## src/rtl/adc_pkg.sv

```systemverilog
// Shared types and helpers for the LTC2308-class ADC scan controller.
// The config word is single-ended, unipolar, with sleep disabled.
package adc_pkg;

  typedef enum logic [2:0] {
    ST_IDLE  = 3'd0,
    ST_CST   = 3'd1,
    ST_CONV  = 3'd2,
    ST_SHIFT = 3'd3,
    ST_NEXT  = 3'd4
  } state_e;

  // Bit order follows the ADC: S/D, O/S, S1, S0, UNI, SLP.
  function automatic logic [5:0] cfg_word(input logic [2:0] ch);
    return {1'b1, ch[0], ch[2:1], 1'b1, 1'b0};
  endfunction

endpackage

```

## src/rtl/adc_sck_gen.sv

```systemverilog
// Serial clock divider: a registered SCK that idles low.
// It also produces one-cycle enables for the edges that drive SCK high or low.
module adc_sck_gen #(
  parameter int SCK_DIV = 2
) (
  input  logic clk,
  input  logic reset_n,
  input  logic run_i,
  output logic sck_o,
  output logic sck_rise_en_o,
  output logic sck_fall_en_o
);

  localparam int DIV_W = (SCK_DIV > 1) ? $clog2(SCK_DIV) : 1;
  localparam logic [DIV_W-1:0] DIV_LAST = DIV_W'(SCK_DIV - 1);

  logic [DIV_W-1:0] cnt_q;
  logic             sck_q;

  assign sck_o         = sck_q;
  assign sck_rise_en_o = run_i && (cnt_q == '0) && !sck_q;
  assign sck_fall_en_o = run_i && (cnt_q == '0) && sck_q;

  // Half-period counter; SCK toggles whenever the counter expires.
  always_ff @(posedge clk or negedge reset_n) begin
    if (!reset_n) begin
      cnt_q <= '0;
      sck_q <= 1'b0;
    end else if (!run_i) begin
      cnt_q <= '0;
      sck_q <= 1'b0;
    end else if (cnt_q == '0) begin
      cnt_q <= DIV_LAST;
      sck_q <= ~sck_q;
    end else begin
      cnt_q <= cnt_q - 1'b1;
    end
  end

endmodule

```

## src/rtl/adc_scan_ctrl.sv

```systemverilog
// SPI master that scans a channel mask on an LTC2308-class SAR ADC.
// The config word sent in one frame selects the channel converted in the next frame.
module adc_scan_ctrl
  import adc_pkg::*;
#(
  parameter int DATA_W   = 12,
  parameter int CFG_W    = 6,
  parameter int N_CH     = 8,
  parameter int SCK_DIV  = 2,
  parameter int CONV_CYC = 80,
  parameter int CST_CYC  = 2,
  parameter int CH_W     = $clog2(N_CH)
) (
  input  logic              clk,
  input  logic              reset_n,
  input  logic              start,
  input  logic              continuous,
  input  logic [N_CH-1:0]   ch_mask,
  output logic [DATA_W-1:0] result,
  output logic [CH_W-1:0]   result_ch,
  output logic              result_valid,
  output logic              busy,
  output logic              ADC_CONVST,
  output logic              ADC_SCK,
  output logic              ADC_SDI,
  input  logic              ADC_SDO
);

  localparam int SHIFT_CYC = 2 * SCK_DIV * DATA_W;
  localparam int MAX_CYC   = (SHIFT_CYC > CONV_CYC) ? SHIFT_CYC : CONV_CYC;
  localparam int CNT_W     = $clog2(MAX_CYC + 1);
  localparam logic [CNT_W-1:0] CST_LAST   = CNT_W'(CST_CYC - 1);
  localparam logic [CNT_W-1:0] CONV_LAST  = CNT_W'(CONV_CYC - 1);
  localparam logic [CNT_W-1:0] SHIFT_LAST = CNT_W'(SHIFT_CYC - 1);

  state_e              state_q, state_d;
  logic [CNT_W-1:0]    cnt_q;
  logic [N_CH-1:0]     mask_q;
  logic [CH_W-1:0]     cur_ch_q, cur_ch_d, conv_ch_q;
  logic [CH_W-1:0]     nxt_ch_s, first_ch_s;
  logic                wrap_s, relatch_s;
  logic                primed_q, last_q, busy_q, convst_q, sdi_q, result_valid_q;
  logic [DATA_W-1:0]   sdi_sr_q, sdo_sr_q, result_q, cfg_frame_s;
  logic [CH_W-1:0]     result_ch_q;
  logic                sck_s, sck_rise_en_s, sck_fall_en_s;

  adc_sck_gen #(.SCK_DIV(SCK_DIV)) u_sck_gen (
    .clk           (clk),
    .reset_n       (reset_n),
    .run_i         (state_d == ST_SHIFT),
    .sck_o         (sck_s),
    .sck_rise_en_o (sck_rise_en_s),
    .sck_fall_en_o (sck_fall_en_s)
  );

  // Next enabled channel after cur_ch_q, flagging when the search passes N_CH-1.
  always_comb begin
    nxt_ch_s = cur_ch_q;
    wrap_s   = 1'b1;
    for (int i = N_CH; i >= 1; i--) begin
      nxt_ch_s = mask_q[CH_W'((int'(cur_ch_q) + i) % N_CH)] ? CH_W'((int'(cur_ch_q) + i) % N_CH) : nxt_ch_s;
      wrap_s   = mask_q[CH_W'((int'(cur_ch_q) + i) % N_CH)] ? ((int'(cur_ch_q) + i) >= N_CH) : wrap_s;
    end
  end

  // Lowest enabled channel of the live mask, used at scan start and on a continuous wrap.
  always_comb begin
    first_ch_s = '0;
    for (int i = N_CH - 1; i >= 0; i--) begin
      first_ch_s = ch_mask[i] ? CH_W'(i) : first_ch_s;
    end
  end

  assign relatch_s   = continuous && (ch_mask != '0);
  assign cfg_frame_s = DATA_W'(cfg_word(3'(cur_ch_d))) << (DATA_W - CFG_W);

  // Frame sequencing.
  always_comb begin
    state_d = state_q;
    case (state_q)
      ST_IDLE:  state_d = (start && (ch_mask != '0) && !busy_q) ? ST_CST : ST_IDLE;
      ST_CST:   state_d = (cnt_q == CST_LAST) ? ST_CONV : ST_CST;
      ST_CONV:  state_d = (cnt_q == CONV_LAST) ? ST_SHIFT : ST_CONV;
      ST_SHIFT: state_d = (cnt_q == SHIFT_LAST) ? ST_NEXT : ST_SHIFT;
      ST_NEXT:  state_d = last_q ? ST_IDLE : ST_CST;
      default:  state_d = ST_IDLE;
    endcase
  end

  // Channel whose config word goes out in the coming frame.
  always_comb begin
    cur_ch_d = cur_ch_q;
    case (state_q)
      ST_IDLE: cur_ch_d = (state_d == ST_CST) ? first_ch_s : cur_ch_q;
      ST_NEXT: cur_ch_d = last_q ? cur_ch_q : ((wrap_s && relatch_s) ? first_ch_s : nxt_ch_s);
      default: cur_ch_d = cur_ch_q;
    endcase
  end

  // Sequencer state, scan bookkeeping, SDI/SDO shifters and registered outputs.
  always_ff @(posedge clk or negedge reset_n) begin
    if (!reset_n) begin
      state_q        <= ST_IDLE;
      cnt_q          <= '0;
      mask_q         <= '0;
      cur_ch_q       <= '0;
      conv_ch_q      <= '0;
      primed_q       <= 1'b0;
      last_q         <= 1'b0;
      busy_q         <= 1'b0;
      convst_q       <= 1'b0;
      sdi_q          <= 1'b0;
      sdi_sr_q       <= '0;
      sdo_sr_q       <= '0;
      result_q       <= '0;
      result_ch_q    <= '0;
      result_valid_q <= 1'b0;
    end else begin
      state_q        <= state_d;
      cur_ch_q       <= cur_ch_d;
      convst_q       <= (state_d == ST_CST);
      result_valid_q <= 1'b0;
      cnt_q          <= ((state_d != state_q) || (state_q == ST_IDLE)) ? '0 : cnt_q + 1'b1;
      case (state_q)
        ST_IDLE: begin
          busy_q <= (state_d == ST_CST);
          if (state_d == ST_CST) begin
            mask_q   <= ch_mask;
            primed_q <= 1'b0;
            last_q   <= 1'b0;
          end
        end
        ST_NEXT: begin
          // The prime frame's data belongs to no requested channel.
          if (primed_q) begin
            result_q       <= sdo_sr_q;
            result_ch_q    <= conv_ch_q;
            result_valid_q <= 1'b1;
          end
          if (!last_q) begin
            primed_q  <= 1'b1;
            conv_ch_q <= cur_ch_q;
            if (wrap_s && relatch_s) mask_q <= ch_mask;
            if (wrap_s && !relatch_s) last_q <= 1'b1;
          end
        end
        default: ;
      endcase
      if ((state_d == ST_CST) && (state_q != ST_CST)) begin
        sdi_q    <= cfg_frame_s[DATA_W-1];
        sdi_sr_q <= cfg_frame_s << 1;
        sdo_sr_q <= '0;
      end else if (sck_fall_en_s) begin
        sdi_q    <= sdi_sr_q[DATA_W-1];
        sdi_sr_q <= sdi_sr_q << 1;
      end
      if (sck_rise_en_s) sdo_sr_q <= {sdo_sr_q[DATA_W-2:0], ADC_SDO};
    end
  end

  assign result       = result_q;
  assign result_ch    = result_ch_q;
  assign result_valid = result_valid_q;
  assign busy         = busy_q;
  assign ADC_CONVST   = convst_q;
  assign ADC_SCK      = sck_s;
  assign ADC_SDI      = sdi_q;

endmodule

```

## config.mk

```make
export PLATFORM = sky130hd
export DESIGN_NAME = adc_scan_ctrl
export DESIGN_NICKNAME = d
export VERILOG_FILES = /design/src/rtl/adc_pkg.sv /design/src/rtl/adc_sck_gen.sv /design/src/rtl/adc_scan_ctrl.sv
export SDC_FILE = /design/constraint.sdc
export NUM_CORES = 1
export LEC_CHECK = 0
export ABC_AREA = 1
export BUFFER_PORTS_ARGS = -buffer_cell sky130_fd_sc_hd__buf_4
export CAP_MARGIN = 20
export CELL_PAD_IN_SITES_DETAIL_PLACEMENT = 1
export CELL_PAD_IN_SITES_GLOBAL_PLACEMENT = 2
export CORE_MARGIN = 5
export CORE_UTILIZATION = 35
export DETAILED_ROUTE_END_ITERATION = 8
export PLACE_DENSITY = 0.84
export SLEW_MARGIN = 20
export SYNTH_ARGS = -nofsm -noshare
export SYNTH_HDL_FRONTEND = slang
export SYNTH_SLANG_ARGS = --single-unit
```

## constraint.sdc

```tcl
create_clock -name clk -period 3.44 [get_ports clk]
set_input_delay 0.172 -clock clk [delete_from_list [all_inputs] [get_ports clk]]
set_output_delay 0.172 -clock clk [all_outputs]
set_load 0.01 [all_outputs]
```

==> results of run 1 <==
==> worst paths after layout <==
check	startpoint	to	slack, ns	depth (start not counted)
worst max-delay path	cur_ch_q[1]	mask_q[7]	0.62	15
worst max register to register	cur_ch_q[1]	mask_q[7]	0.62	15
max in group asynchronous	reset_n	mask_q[5]	2.44	2
worst min-delay path	ADC_SDO	sdo_sr_q[0]	0.07	3
min in group asynchronous	reset_n	result_ch[1]	0.46	2
worst min register to register	conv_ch_q[2]	result_ch[2]	0.48	2
==> routing by layer <==
metal / track usage / up-vias
met5: 0 / -
met2: 0.251 / 62
li1: - / 1519
met1: 0.213 / 1426
met4: 0.0516 / 0
met3: 0.0288 / 11
==> state kept, by name (all words and copies together) (netlist names), 3 cells and up <==
signal,cells
cnt_q,7
cur_ch_q,3
result,12
conv_ch_q,3
sdo_sr_q,12
sdi_sr_q,4
state_q,3
mask_q,8
result_ch,3
==> worst register-to-register path: stages, from the launching register on <==
cell and delay [ns]:
sky130_fd_sc_hd__dfrtp_1 0.39, sky130_fd_sc_hd__inv_2 0.24, sky130_fd_sc_hd__ha_1 0.38, sky130_fd_sc_hd__inv_2 0.13, sky130_fd_sc_hd__nand3_1 0.11, sky130_fd_sc_hd__nand2_1 0.12
sky130_fd_sc_hd__nor2_1 0.07, sky130_fd_sc_hd__nor2_2 0.18, sky130_fd_sc_hd__inv_2 0.07, sky130_fd_sc_hd__a21oi_1 0.15, sky130_fd_sc_hd__nand2_2 0.10, sky130_fd_sc_hd__nand3_2 0.11
sky130_fd_sc_hd__inv_2 0.07, sky130_fd_sc_hd__o21ai_4 0.39, sky130_fd_sc_hd__nand2_1 0.13, sky130_fd_sc_hd__o21ai_1 0.11
==> cells by family after synthesis <==
group	after synthesis	synth area share
adders and majority gates	11	0.0399
buffers and inverters	72	0.0848
xor gates and xnor gates	4	0.0123
DFF	63	0.457
and+or+nand+nor	215	0.278
AOI/OAI and AO/OA	78	0.129
==> cell type report <==
cell class | instances | share of cell area
clock buffers | 10 | 0.0339
clock inverters | 5 | 0.0203
inverters | 64 | 0.0592
multi-input cells | 308 | 0.390
flip-flops and latches | 63 | 0.388
well taps | 133 | 0.0410
repair buffers | 36 | 0.0672
==> power by group through the flow <==
| stage | clock network, W | logic, W | registers (W) |
|---|---|---|---|
| after floorplan | 0 | 0.0000112 | 0.000755 |
| after global placement | 0 | 0.0000406 | 0.000755 |
| after detailed placement | 0 | 0.0000410 | 0.000755 |
| after CTS | 0.000736 | 0.0000423 | 0.000740 |
| after global routing | 0.000784 | 0.0000473 | 0.000740 |
| final | 0.000714 | 0.0000407 | 0.000740 |
==> placed cells by master (no fill, tap or decap), drive strengths merged, types with 3 or more instances in the layout <==
| cell | instances |
|---|---|
| a21boi | 3 |
| a21oi | 16 |
| buf | 35 |
| clkbuf | 10 |
| clkinvlp | 3 |
| dfrtp | 63 |
| ha | 11 |
| inv | 62 |
| nand2 | 128 |
| nand3 | 44 |
| nand4 | 6 |
| nor2 | 29 |
| nor3 | 3 |
| nor3b | 3 |
| o21ai | 43 |
| o22ai | 12 |
| xor2 | 3 |
==> through the flow <==
stage	hold slack [ns]	total power, W
floorplan	-0.124	0.000766
global placement	0.319	0.000795
detailed placement	0.313	0.000796
CTS	0.0621	0.00152
global route	0.0853	0.00157
finish	0.0743	0.00150
==> repair_timing <==
action,CTS,global route
hold buffers,1,0
hold endpoints to repair,63,0
gates resized for setup,0,0
setup buffers,0,0
==> impl_metrics.tcl, run 1 <==
set metrics [dict create \
    synth_edf_count 0 \
    clock_power_share 0.478 \
    preCtsSetupSlack_ns 0.652 \
    critical_path.max_stage_delay_ns 0.39 \
    synth_ff_type "sky130_fd_sc_hd__dfrtp_1" \
    number_of_clock_buffers_inserted_by_tritoncts 9 \
    final_area_um2 4060 \
    mappedNetlistNets 467 \
    antenna_cells 0 \
    ys_top_cells_by_area "sky130_fd_sc_hd__dfrtp_1 46%, sky130_fd_sc_hd__nand2_1 13%, sky130_fd_sc_hd__nand3_1 5.9%" \
    yosysSeqAreaShare 0.457 \
    yosysTopAreaCellShare 0.457 \
    data_arrival_time_of_the_worst_path_ns 3.07 \
    filler_cell_count 1214 \
    num-nets-final 506 \
    path_max_fanout 16 \
    setup_violations 0 \
    slew_headroom 0.464 \
    detail_route.first_pass.iterations 4 \
    post_dp_cell_area_um2 3830 \
    cts.sink_count 63 \
    worst_skew_pair.late_latency_ns 0.34 \
    slew_violations 0 \
    timing.critical_path.to_type "flip-flop" \
    detail_route.wl_per_cell_um 13.9 \
    dr_wl_met2_um 3970 \
    gate_count_of_the_mapped_netlist 443 \
    cts_root_buffer "sky130_fd_sc_hd__clkbuf_8" \
    worst_setup_path_start_kind "flip-flop" \
    dr.first_iter.drc_count 96 \
    tritoncts_clock_tree "done" \
    synth_area_per_cell_um2 7.80 \
    setup_slack_ns 0.621 \
    area_growth_syn_to_layout_pct 17.6 \
    netlist.top_cell.by_area "sky130_fd_sc_hd__dfrtp_1" \
    commonest_cells_post_synth "119 x sky130_fd_sc_hd__nand2_1, 63 x sky130_fd_sc_hd__dfrtp_1, 52 x sky130_fd_sc_hd__inv_1" \
    global_route.overflow_total 0 \
    timing.critical_path.mode_cell "sky130_fd_sc_hd__inv_2" \
    footprint_of_the_flip_flops_and_latches_um2 1580 \
    drt-total-wl_um 8630 \
    hp-class "primary input to flip-flop" \
    area_of_the_die_um2 12000 \
    die_x_um 109 \
    slowest_stage "sky130_fd_sc_hd__dfrtp_1" \
    place.gp.congestion 0.851 \
    floorplan.rows 36 \
    pwr-share-seq 0.495 \
    vias_in_the_first_global_route 3117 \
    netlist_cell_types 33 \
    port_buffers 32 \
    cts_clk_pin_slew_worst_paths_ns 0.07 \
    pwr-share-comb 0.027 \
    instances_no_fill 619 \
    worstPathRequired_ns 3.70 \
    placeableCoreArea_um2 9680 \
    rsz0062_at_grt "no" \
    max_slew.worst_pin.slew_ns 0.804 \
    crit_type "flip-flop to flip-flop" \
    cts_buffer_depth 2 \
    top_level_port_count 33 \
    die_height_um 109 \
    ys_warn_count 0 \
    top_layer_used "met4" \
    synth_seq_cells 63 \
    vdd.ir_drop.worst_v 0.000152 \
    totalNegativeSetupSlack_ns 0 \
    global_route.usage.total 0.156 \
    critical_path.cell_chain "inv_2 > ha_1 > inv_2 > nand3_1 > nand2_1 > nor2_1 > nor2_2 > inv_2 > a21oi_1 > nand2_2 > nand3_2 > inv_2 > o21ai_4 > nand2_1 > o21ai_1" \
    route.met3.wl_um 314 \
    wl_met1_um 4230 \
    timing.max_cap.violations 0 \
    drc 0 \
    cts_max_level 3 \
    final_core_util 0.419 \
    multi_input_area_um2 1580 \
    power_leakage_nw 2.12 \
    finalWorstPathRequiredPeriod_ns 2.82 \
    outcome "completed" \
    post-dp-hpwl_um 6400 \
    synth-async-reset-ratio 1.00 \
    maxClockFrequency_mhz 355 \
    switching_portion_of_total_power 0.213 \
    num_vias 3018 \
    maximum_number_of_pins_on_one_net_before_global_route_repair 64 \
    p_sw_w 0.000318 \
    power_report.internal_total_w 0.00118 \
    worst_clock_skew_ns 0.00711 \
    critical-path-top-delay-family "simple AND/OR/NAND/NOR gates" \
    power_per_cell_area_nw_per_um2 368 \
    grt_first_pass_wirelength_um 14800 \
    post_route_cells_drive_above_1_share 0.169 \
    placed_cells 603 \
    post_synth_instance_area_um2 3450 \
    period_share 0.820 \
    timing.final.hold_violations 0 \
    vias_cell 4.88 \
    antenna_violating_nets_post_route 0 \
    critPathBufInv 4 \
    initial_core_util 0.357 \
    synth_most_common_cell "sky130_fd_sc_hd__nand2_1" \
    antenna_found_initial 0 \
]
No activity file was read; power rests on OpenSTA's default activity.
==> run 2, diff against run 1 <==
- clock period: 3.44 -> 2.9 ns (I/O delays scaled with it)
==> impl_metrics.tcl, run 2 (same netlist as run 1, synthesis figures left out) <==
set metrics [dict create \
    slew_violations 0 \
    detail_route.wl_per_cell_um 13.6 \
    path_max_fanout 7 \
    grt_first_pass_wirelength_um 15000 \
    timing.critical_path.to_type "flip-flop" \
    cts.sink_count 63 \
    critical_path.max_stage_delay_ns 0.39 \
    reg2reg_to "sdi_sr_q[10]" \
    hp-class "primary input to flip-flop" \
    die_x_um 109 \
    port_buffers 32 \
    crit_type "flip-flop to flip-flop" \
    vdd.ir_drop.worst_v 0.000339 \
    worst_clock_skew_ns 0.0170 \
    maximum_number_of_pins_on_one_net_before_global_route_repair 64 \
    area_of_the_die_um2 12000 \
    top_level_port_count 33 \
    r2r-start "cur_ch_q[1]" \
    holdWs_ns 0.0444 \
    worstPathRequired_ns 3.12 \
    initial_core_util 0.357 \
    total_power_w 0.00180 \
    totalNegativeSetupSlack_ns 0 \
    power_leakage_nw 2.17 \
    critical_path.cell_chain "inv_2 > ha_1 > inv_2 > nand3_1 > nand3_1 > nand2_1 > o21ai_0 > nand2_1 > nand3_1 > nand2_1 > nand2_1 > nand2_1 > a21oi_1 > nand2_1 > nand3_1 > nand2_1 > nand3_1 > nand2_1" \
    drc 0 \
    antenna_violating_nets_post_route 0 \
    antenna_found_initial 0 \
    number_of_clock_buffers_inserted_by_tritoncts 9 \
    slowest_stage "sky130_fd_sc_hd__dfrtp_1" \
    timing.critical_path.mode_cell "sky130_fd_sc_hd__nand2_1" \
    worst_skew_pair.late_latency_ns 0.33 \
    max_slew.worst_pin.slew_ns 0.798 \
    place.gp.congestion 0.875 \
    floorplan.rows 36 \
    placeableCoreArea_um2 9680 \
    drt-total-wl_um 8530 \
    cts_root_buffer "sky130_fd_sc_hd__clkbuf_8" \
    preCtsSetupSlack_ns 0.285 \
    global_route.usage.total 0.156 \
    slew_headroom 0.468 \
    layout.cells.most_common "sky130_fd_sc_hd__nand2_1" \
    setup_slack_ns 0.293 \
    worst_setup_path_start_kind "flip-flop" \
    power_per_cell_area_nw_per_um2 437 \
    setup_violations 0 \
    holdPathEnd "sdo_sr_q[0]" \
    global_route.overflow_total 0 \
    post-dp-hpwl_um 6500 \
    cts_max_level 3 \
    dr.first_iter.drc_count 102 \
    vias_in_the_first_global_route 3222 \
    crit_cells 18 \
    critical-path-top-delay-family "simple AND/OR/NAND/NOR gates" \
    period_share 0.899 \
    cts_buffer_depth 2 \
    timing.final.hold_violations 0 \
    timing.max_cap.violations 0 \
    outcome "completed" \
    die_height_um 109 \
    area_growth_syn_to_layout_pct 19.6 \
    num_vias 3060 \
    timing.hold.worst_path_depth 3 \
    finalWorstPathRequiredPeriod_ns 2.61 \
    post_route_cells_drive_above_1_share 0.182 \
    num-nets-final 513 \
    tritoncts_clock_tree "done" \
    antenna_cells 0 \
    r2r_setup_slack_ns 0.29 \
    layout_common_cells "119 x sky130_fd_sc_hd__nand2_1, 63 x sky130_fd_sc_hd__dfrtp_1, 52 x sky130_fd_sc_hd__inv_1" \
    cts_clk_pin_slew_worst_paths_ns 0.08 \
    vias_cell 4.88 \
    data_arrival_time_of_the_worst_path_ns 2.82 \
    critPathBufInv 2 \
    maxClockFrequency_mhz 384 \
    worstRegToRegCells 18 \
    hold_path_startpoint "ADC_SDO" \
    detail_route.first_pass.iterations 4 \
    rsz0062_at_grt "no" \
]
[run 2: cell types whose count changed in the layout (fill, tap and decap cells not counted), sizes merged]
cell | before | now
buf | 35 | 42
inv | 62 | 66
clkinvlp | 3 | 1
clkbuf | 10 | 9
[run 2: repair_timing]
action	in CTS	in global routing
hold buffers	1	0
setup endpoints to repair	0	6
buffers inserted	0	1
endpoints found under the hold margin	63	0
gates resized for setup	0	0
[run 2: per-layer routing]
metal,GRT usage,up-vias,share of wire
met3,0.0235,9,0.029
met4,0.0392,0,0.0097
met1,0.219,1475,0.49
li1,-,1529,-
met5,0,-,0
met2,0.254,47,0.47
[run 2: cell type report]
cell class	count	area [um2]
Clock buffer	9	124
Clock inverter	7	103
Fill cell	1204	5550
Timing Repair Buffer	43	338
Inverter	64	240
Multi-Input combinational cell	308	1580
Tap cell	133	166
Sequential cell	63	1580
[run 2: worst max-delay path by stage]
| stage | slack (ns) | startpoint | to |
|---|---|---|---|
| 5_1_grt | 0.05 | cur_ch_q[1] | sdi_sr_q[10] |
| 2_1_floorplan | 0.42 | cur_ch_q[1] | mask_q[0] |
| 6_report | 0.29 | cur_ch_q[1] | sdi_sr_q[10] |
| 3_5_place_dp | 0.29 | cur_ch_q[1] | mask_q[7] |
| 3_3_place_gp | 0.41 | cur_ch_q[0] | sdi_sr_q[11] |
| 4_1_cts | 0.26 | cur_ch_q[1] | mask_q[7] |
[run 2: worst min-delay path, stage by stage]
cell and delay (ns):
sky130_fd_sc_hd__buf_4 0.08, sky130_fd_sc_hd__nand3_1 0.06, sky130_fd_sc_hd__o21ai_0 0.06
[run 2: metrics by stage]
step | cell area, um2 | std cells | utilization
after global placement | 3870 | 609 | 0.400
after floorplan | 3450 | 443 | -
after CTS | 4110 | 626 | 0.425
after global routing | 4130 | 627 | 0.427
final | 4130 | 627 | 0.427
after detailed placement | 3870 | 609 | 0.400
[run 2: power breakdown]
| group | switching, W | total, W | internal (W) |
|---|---|---|---|
| Clock | 0.000383 | 0.000879 | 0.000496 |
| Sequential | 0 | 0.000878 | 0.000878 |
| Combinational | 0.0000317 | 0.0000477 | 0.0000160 |
| Total | 0.000414 | 0.00180 | 0.00139 |
